$ cat src/rtl/dvp_pattern_tx.sv
// rtl/dvp_pattern_tx.sv - DVP camera transmitter driving RGB565 test patterns, two bytes per pixel.
module dvp_pattern_tx #(
  parameter int H_ACTIVE  = 640,
  parameter int V_ACTIVE  = 480,
  parameter int H_BLANK   = 160,
  parameter int VSYNC_LEN = 16,
  parameter int V_BACK    = 32,
  parameter int V_FRONT   = 8
) (
  input  logic       clk,
  input  logic       rst,
  input  logic       enable,
  input  logic [1:0] pattern_sel,
  output logic       dvp_vsync,
  output logic       dvp_href,
  output logic [7:0] dvp_data,
  output logic       frame_done,
  output logic [7:0] frame_cnt,
  output logic       busy
);

  typedef enum logic [2:0] {
    S_IDLE, S_VSYNC, S_VBACK, S_LINE, S_HBLANK, S_VFRONT, S_DONE
  } state_t;

  state_t      state, state_n;
  logic [15:0] cnt, cnt_n;
  logic [15:0] x, x_n;
  logic [15:0] y, y_n;
  logic [15:0] pix_idx, pix_idx_n;
  logic        phase, phase_n;
  logic [1:0]  sel, sel_n;
  logic [7:0]  fid, fid_n;
  logic [7:0]  frame_cnt_n;
  logic        start;
  logic [2:0]  bar_n;
  logic [15:0] pix_n;
  logic [7:0]  data_n;

  always_ff @(posedge clk) begin
    if (rst) begin
      state      <= S_IDLE;
      cnt        <= '0;
      x          <= '0;
      y          <= '0;
      pix_idx    <= '0;
      phase      <= 1'b0;
      sel        <= '0;
      fid        <= '0;
      frame_cnt  <= '0;
      dvp_vsync  <= 1'b0;
      dvp_href   <= 1'b0;
      dvp_data   <= '0;
      frame_done <= 1'b0;
      busy       <= 1'b0;
    end else begin
      state      <= state_n;
      cnt        <= cnt_n;
      x          <= x_n;
      y          <= y_n;
      pix_idx    <= pix_idx_n;
      phase      <= phase_n;
      sel        <= sel_n;
      fid        <= fid_n;
      frame_cnt  <= frame_cnt_n;
      dvp_vsync  <= (state_n == S_VSYNC);
      dvp_href   <= (state_n == S_LINE);
      dvp_data   <= data_n;
      frame_done <= (state_n == S_DONE);
      busy       <= (state_n != S_IDLE);
    end
  end

  // Outputs are registered from the next-state values so they line up with the state itself.
  always_comb begin
    state_n     = state;
    cnt_n       = cnt;
    x_n         = x;
    y_n         = y;
    pix_idx_n   = pix_idx;
    phase_n     = phase;
    sel_n       = sel;
    fid_n       = fid;
    frame_cnt_n = frame_cnt;
    start       = 1'b0;

    case (state)
      S_IDLE: begin
        if (enable) start = 1'b1;
      end
      S_VSYNC: begin
        if (cnt == 16'(VSYNC_LEN - 1)) begin
          state_n = S_VBACK;
          cnt_n   = '0;
        end else begin
          cnt_n = cnt + 16'd1;
        end
      end
      S_VBACK: begin
        if (cnt == 16'(V_BACK - 1)) begin
          state_n = S_LINE;
          cnt_n   = '0;
        end else begin
          cnt_n = cnt + 16'd1;
        end
      end
      S_LINE: begin
        phase_n = ~phase;
        if (phase) begin
          pix_idx_n = pix_idx + 16'd1;
          if (x == 16'(H_ACTIVE - 1)) begin
            x_n     = '0;
            state_n = S_HBLANK;
            cnt_n   = '0;
          end else begin
            x_n = x + 16'd1;
          end
        end
      end
      S_HBLANK: begin
        if (cnt == 16'(H_BLANK - 1)) begin
          cnt_n = '0;
          if (y == 16'(V_ACTIVE - 1)) begin
            state_n = S_VFRONT;
          end else begin
            y_n     = y + 16'd1;
            state_n = S_LINE;
          end
        end else begin
          cnt_n = cnt + 16'd1;
        end
      end
      S_VFRONT: begin
        if (cnt == 16'(V_FRONT - 1)) begin
          state_n     = S_DONE;
          cnt_n       = '0;
          frame_cnt_n = frame_cnt + 8'd1;
        end else begin
          cnt_n = cnt + 16'd1;
        end
      end
      S_DONE: begin
        if (enable) start = 1'b1;
        else        state_n = S_IDLE;
      end
      default: state_n = S_IDLE;
    endcase

    // Frame start: pattern select and frame id are frozen for the whole frame.
    if (start) begin
      state_n   = S_VSYNC;
      cnt_n     = '0;
      x_n       = '0;
      y_n       = '0;
      pix_idx_n = '0;
      phase_n   = 1'b0;
      sel_n     = pattern_sel;
      fid_n     = frame_cnt_n;
    end
  end

  always_comb begin
    bar_n = 3'((32'(x_n) * 32'd8) / 32'(H_ACTIVE));
    pix_n = 16'h0000;
    case (sel_n)
      2'd0: begin
        case (bar_n)
          3'd0:    pix_n = 16'hFFFF;
          3'd1:    pix_n = 16'hFFE0;
          3'd2:    pix_n = 16'h07FF;
          3'd3:    pix_n = 16'h07E0;
          3'd4:    pix_n = 16'hF81F;
          3'd5:    pix_n = 16'hF800;
          3'd6:    pix_n = 16'h001F;
          default: pix_n = 16'h0000;
        endcase
      end
      2'd1:    pix_n = pix_idx_n;
      2'd2:    pix_n = {8'hA5, fid_n};
      default: pix_n = (x_n[3] ^ y_n[3]) ? 16'hFFFF : 16'h0000;
    endcase
    data_n = 8'h00;
    if (state_n == S_LINE) data_n = phase_n ? pix_n[7:0] : pix_n[15:8];
  end

endmodule

$ cat config.mk
export PLATFORM = sky130hd
export DESIGN_NAME = dvp_pattern_tx
export DESIGN_NICKNAME = d
export VERILOG_FILES = /design/src/rtl/dvp_pattern_tx.sv
export SDC_FILE = /design/constraint.sdc
export NUM_CORES = 1
export LEC_CHECK = 0
export CORE_MARGIN = 2
export CORE_UTILIZATION = 50
export CTS_BUF_LIST = sky130_fd_sc_hd__clkbuf_4 sky130_fd_sc_hd__clkbuf_8
export DETAILED_ROUTE_END_ITERATION = 8
export GPL_TIMING_DRIVEN = 0
export PLACE_DENSITY = 0.64
export SLEW_MARGIN = 20
export SYNTH_ARGS = -nofsm -noshare
export SYNTH_HDL_FRONTEND = slang
export SYNTH_SLANG_ARGS = --single-unit
$ cat constraint.sdc
create_clock -name clk -period 10.6 [get_ports clk]
set_clock_uncertainty 0.2 [all_clocks]
set_input_delay 2.65 -clock clk [delete_from_list [all_inputs] [get_ports clk]]
set_output_delay 2.65 -clock clk [all_outputs]
set_load 0.1 [all_outputs]
* After elaboration in Yosys (flattened, before gate mapping)
Cells that the tools add are included.
Word-level totals: register bits after elaboration 98, input port bits 5, logic and storage cells 100, output and inout bits 20
Cells by class: divide/modulo/power cells 1, bitwise logic cells 4, reduce and logical (&&, ||, !) cells 10, muxes and demuxes 40, $add $sub $neg 5, equality and inequality tests 25
Operator list (count):
- 16-bit 2-to-1 mux | 14
- 16-bit case mux with 7 select lines | 1
- 16-bit case mux with 5 select lines | 1
- 16-bit by 1-bit adder with 16-bit output, second input constant | 4
- 16-bit case mux with 3 select lines | 1
- 19-bit by 10-bit divider with 32-bit output, second input constant | 1
- 8-bit 2-to-1 mux | 4
- 3-bit 2-to-1 mux | 9
- 3-bit == test, second input constant | 7
- 3-bit case mux with 7 select lines | 1
- 16-bit by 10-bit == test with 1-bit output, second input constant | 1
- 16-bit by 3-bit == test with 1-bit output, second input constant | 1
- 16-bit by 4-bit == test with 1-bit output, second input constant | 1
- 16-bit by 5-bit == test with 1-bit output, second input constant | 1
- 16-bit by 8-bit == test with 1-bit output, second input constant | 1
- 16-bit by 9-bit == test with 1-bit output, second input constant | 1
- 4-bit 2-to-1 mux | 4
- 3-bit by 2-bit == test with 1-bit output, second input constant | 5
- 3-bit by 1-bit == test with 1-bit output, second input constant | 3
- 8-bit by 1-bit adder with 8-bit output, second input constant | 1
- 3-bit logical NOT | 2
- 3-bit AND reduction | 2
- 2-bit OR reduction | 3
- 5-bit nonzero test | 1
- other kinds (9) | 15

* Depth between registers and ports, before layout
depth after elaboration 10, mapped depth 20, mapped depth without buffers 17

* Worst setup path after synthesis
No wires, ideal clock.
kind input-to-reg, start input enable, end register dvp_data[1], required time 10.326 ns, buffers on the path 1, library setup time 0.074 ns, cell stages on the path 17, data arrival time 6.181 ns, slack 4.145 ns, cell sequence nand2b_1 nor3_2 a21oi_1 clkbuf_1 nand2_1 nand2_1 a2111oi_0 a211oi_1 o21a_1 o211a_1 nor4_2 o21bai_1 o21ai_1 or3_1 a311oi_2 o21ai_1 a31oi_1
Between the ends: longest elaborated chain between the ends 8, elaborated cells between the ends (all ways) 30, classes of those cells div (1); eq/ne (9); mux (15); bitwise (2); reduce/logical (3)
RTL lines:
- start, declared | line 12 | input logic enable,
- 1-bit 2-to-1 mux | line 89, 143
- 1-bit 2-to-1 mux
- 16-bit 2-to-1 mux | line 150 | if (start) begin
- 19-bit by 10-bit divider with 32-bit output | line 163 | bar_n = 3'((32'(x_n) * 32'd8) / 32'(H_ACTIVE));
- 3-bit == test (tied with other cells) | line 167 | case (bar_n)
- 16-bit case mux with 7 select lines | line 167
- 16-bit case mux with 3 select lines | line 165 | case (sel_n)
- 8-bit 2-to-1 mux | line 183 | if (state_n == S_LINE) data_n = phase_n ? pix_n[7:0] : pix_n[15:8];
- end signal, assigned | line 68 | dvp_data <= data_n;
- end, declared | line 16 | output logic [7:0] dvp_data,
Parallel ways exist; a longest one is shown, timed or not. A chain may end at the register's enable or synchronous reset.

* Worst setup path after layout
Same ends and word-level chain as after synthesis.

==> impl_metrics.env <==
export IMPL_globalRouteTotalUtil=0.2373
export IMPL_die_height_um=112.8
export IMPL_timing_hold_violations_final=0
export IMPL_number_of_diodes_added_for_antenna_fixing=0
export IMPL_route_antenna_remaining_nets=0
export IMPL_clkPwrFrac=0.348
export IMPL_synth_enable_flop_cells=0
export IMPL_maxSlewViolCount=0
export IMPL_grt_overflow_total=0
export IMPL_critPathCaptureType="flip-flop"
export IMPL_pwr_density_cell_nw_per_um2=100.3
export IMPL_timing_fmax_ghz=0.1253
export IMPL_rsz0062_at_grt="false"
export IMPL_cts_setup_buffers=0
export IMPL_worst_slew_pin_transition_ns=0.9750
export IMPL_synth_area_sq_um=5918
export IMPL_data_required_time_of_the_worst_path_ns=10.70
export IMPL_grt_max_degree=18
export IMPL_clock_path_buffers=2
export IMPL_ff2ff_path_depth=20
export IMPL_syn_num_nets=776
export IMPL_synth_async_sr_flop_share=0
export IMPL_mostFrequentLayoutCell="nor2_1"
export IMPL_yosys_warnings=0
export IMPL_synthesis_instances=765
export IMPL_filler_cell_count=1069
export IMPL_critical_path_top_delay_family="compound AO/OA/AOI/OAI gates"
export IMPL_start_util=0.5161
export IMPL_first_global_vias=5223
export IMPL_mostFrequentLayoutCells="nor2_1 (133), dfxtp_1 (98), nand2_1 (70)"
export IMPL_io_pins=25
export IMPL_hold_slack_ns=0.2990
export IMPL_dieArea_sq_um=12720
export IMPL_critical_path_peak_fanout=10
export IMPL_max_stage_delay_ns=0.58
export IMPL_final_util=0.5685
export IMPL_synth_largest_area_cell="dfxtp_1"
export IMPL_area_of_the_core_sq_um=11470
export IMPL_viasPerCell=5.986
export IMPL_cts_root_buf="clkbuf_8"
export IMPL_routed_wirelength_um=14910
export IMPL_post_route_cell_area_sq_um=6519
export IMPL_synthDominantCellAreaShare=0.3315
export IMPL_synth_area_leaders="dfxtp_1 (33%), nor2_1 (8.4%), xor2_1 (5.9%)"
export IMPL_hold_fix_buffers_cts=0
export IMPL_placed_cell_area_sq_um=6337
export IMPL_vdd_drop_max_uv=105.6
export IMPL_post_route_min_period_ns=7.984
export IMPL_cellLeakagePower_nw=2.275
export IMPL_cts_resized=0
export IMPL_status="complete, no violations"
export IMPL_number_of_input_and_output_port_buffers_inserted=24
export IMPL_synth_ff_latch_count=98
export IMPL_unique_masters_post_synth=75
export IMPL_mean_instance_size_in_the_synthesized_netlist_sq_um=7.736
export IMPL_place_hpwl_um=11150
export IMPL_dr_first_iter_drc_count=422
export IMPL_synth_ff_type="dfxtp_1"
export IMPL_grt_first_pass_wirelength_um=24840
export IMPL_drcViolationCount=0
export IMPL_worst_hold_path_type="flip-flop to flip-flop"
export IMPL_rows=39
export IMPL_cts_htree_levels=3
export IMPL_cp_num_cells=19
export IMPL_switching_power_uw=176.4
export IMPL_cts_tree="yes"
export IMPL_worstSetupPathType="input pin to flip-flop"
export IMPL_synth_seq_area_share=0.3315
export IMPL_power_combinational_fraction=0.080
export IMPL_post_route_cells_drive_above_1_share=0.06584
export IMPL_worst_setup_hold_path_clk_slew_ns=0.10
export IMPL_critical_path_buf_inv_count=3
export IMPL_internal_power_uw=477.7
export IMPL_wl_per_cell_um=15.73
export IMPL_gp_congestion=0.8657
export IMPL_cts_buffers=9
export IMPL_area_growth_pct=10.15
export IMPL_worst_ep_arrival_time_ns=8.08
export IMPL_finalNetCount=811
export IMPL_sw_frac_of_total=0.2697
export IMPL_seq_power_share=0.572
export IMPL_setup_viol_count_final=0
export IMPL_cap_viol_max_count=0
export IMPL_critPathSlowestCell="nor3_2"
export IMPL_critical_path_start_type="input pin"
export IMPL_crit_chain="clkdlybuf4s50_1 -> nand2b_1 -> nor3_2 -> a21oi_1 -> clkbuf_1 -> nand2_1 -> nand2_1 -> a2111oi_0 -> a211oi_1 -> o21a_1 -> clkbuf_1 -> o2111ai_1 -> nand4_1 -> nor2_1 -> o21ai_1 -> or3_1 -> a311oi_2 -> o21ai_1 -> a31oi_1"
export IMPL_timing_hold_worst_path_depth=2
export IMPL_detail_route_first_pass_iterations=7
export IMPL_route_vias_total=5675
export IMPL_tritoncts_num_sinks=98
export IMPL_chipWidth_um=112.8
export IMPL_antenna_found_initial=0
export IMPL_timing_slew_headroom=0.3332
export IMPL_clock_network_latency_to_the_later_pin_of_the_worst_skew_pair_ns=0.38
export IMPL_fin_tns_setup_ns=0
export IMPL_min_period_over_period=0.7532
-- final timing paths --
check                start     endpoint  slack (ns)
setup / recovery    enable  dvp_data[1]        2.62
hold / removal     cnt[15]      cnt[15]        0.30
setup reg to reg  state[1]  dvp_data[1]        4.65
hold reg to reg    cnt[15]      cnt[15]        0.30
-- synth_stat cells, drive strengths merged (17+ instances only) --
cell type    n
nor2       133
dfxtp       98
nand2       70
nand3       40
xor2        40
o21ai       37
nor3        36
xnor2       27
a21oi       26
clkbuf      26
nand4       23
nor4        17
-- metrics by stage --
step                      setup slack [ns]  total power [mW]  std cells
final                                2.616            0.6542        948
after global routing                 2.150            0.6820        948
after CTS                            2.685            0.6612        948
after detailed placement             2.302            0.4346        932
after global placement               2.399            0.4341        932
after floorplan                      4.145            0.4194        765
-- power by group through the flow --
| stage | Combinational (mW) | Clock [mW] | Sequential, mW |
|---|---|---|---|
| floorplan | 0.0323 | 0 | 0.387 |
| global placement | 0.0514 | 0 | 0.383 |
| detailed placement | 0.0517 | 0 | 0.383 |
| CTS | 0.0519 | 0.235 | 0.374 |
| global route | 0.0578 | 0.249 | 0.375 |
| finish | 0.0522 | 0.228 | 0.374 |
-- logic make-up after synthesis --
group           count (synthesis)  share of synthesized area
flops                          98                     0.3315
fa+ha+maj                       6                    0.01268
buf+inv                        48                    0.03150
xor+xnor                       67                    0.09916
simple gates                  387                     0.3237
mux                             9                    0.01628
compound gates                150                     0.1852
-- metal layers --
layer,up-vias,GRT usage,share of wire
met2,156,0.3876,0.48
li1,2824,-,-
met5,-,0,0
met3,31,0.04071,0.046
met1,2664,0.3115,0.46
met4,0,0.09837,0.022
-- state kept, by name, indices dropped and copies added (netlist names) --
signal      cells
busy            1
cnt            16
dvp_data        8
dvp_href        1
dvp_vsync       1
fid             8
frame_cnt       8
frame_done      1
phase           1
pix_idx        16
sel             2
state           3
x              16
y              16
-- worst register-to-register path, stage by stage (launching register included) --
cell	delay (ns)
dfxtp_1	0.30
buf_2	0.17
nor2b_1	0.15
clkbuf_1	0.17
nor3_2	0.61
a21oi_1	0.23
clkbuf_1	0.28
nand2_1	0.38
nand2_1	0.14
a2111oi_0	0.51
a211oi_1	0.11
o21a_1	0.25
clkbuf_1	0.23
o2111ai_1	0.25
nand4_1	0.16
nor2_1	0.26
o21ai_1	0.18
or3_1	0.39
a311oi_2	0.50
o21ai_1	0.16
a31oi_1	0.23
-- final cells by class --
class / count / area, sq um / area share
inverters: 11 / 41.29 / 0.006334
multi-input cells: 619 / 3770 / 0.5783
well taps: 143 / 178.9 / 0.02745
repair buffers: 24 / 240.2 / 0.03685
flip-flops and latches: 98 / 1962 / 0.3010
clock buffers: 10 / 131.4 / 0.02015
plain buffers: 37 / 145.1 / 0.02226
clock inverters: 6 / 50.05 / 0.007678
No activity file was read; power rests on OpenSTA's default activity.
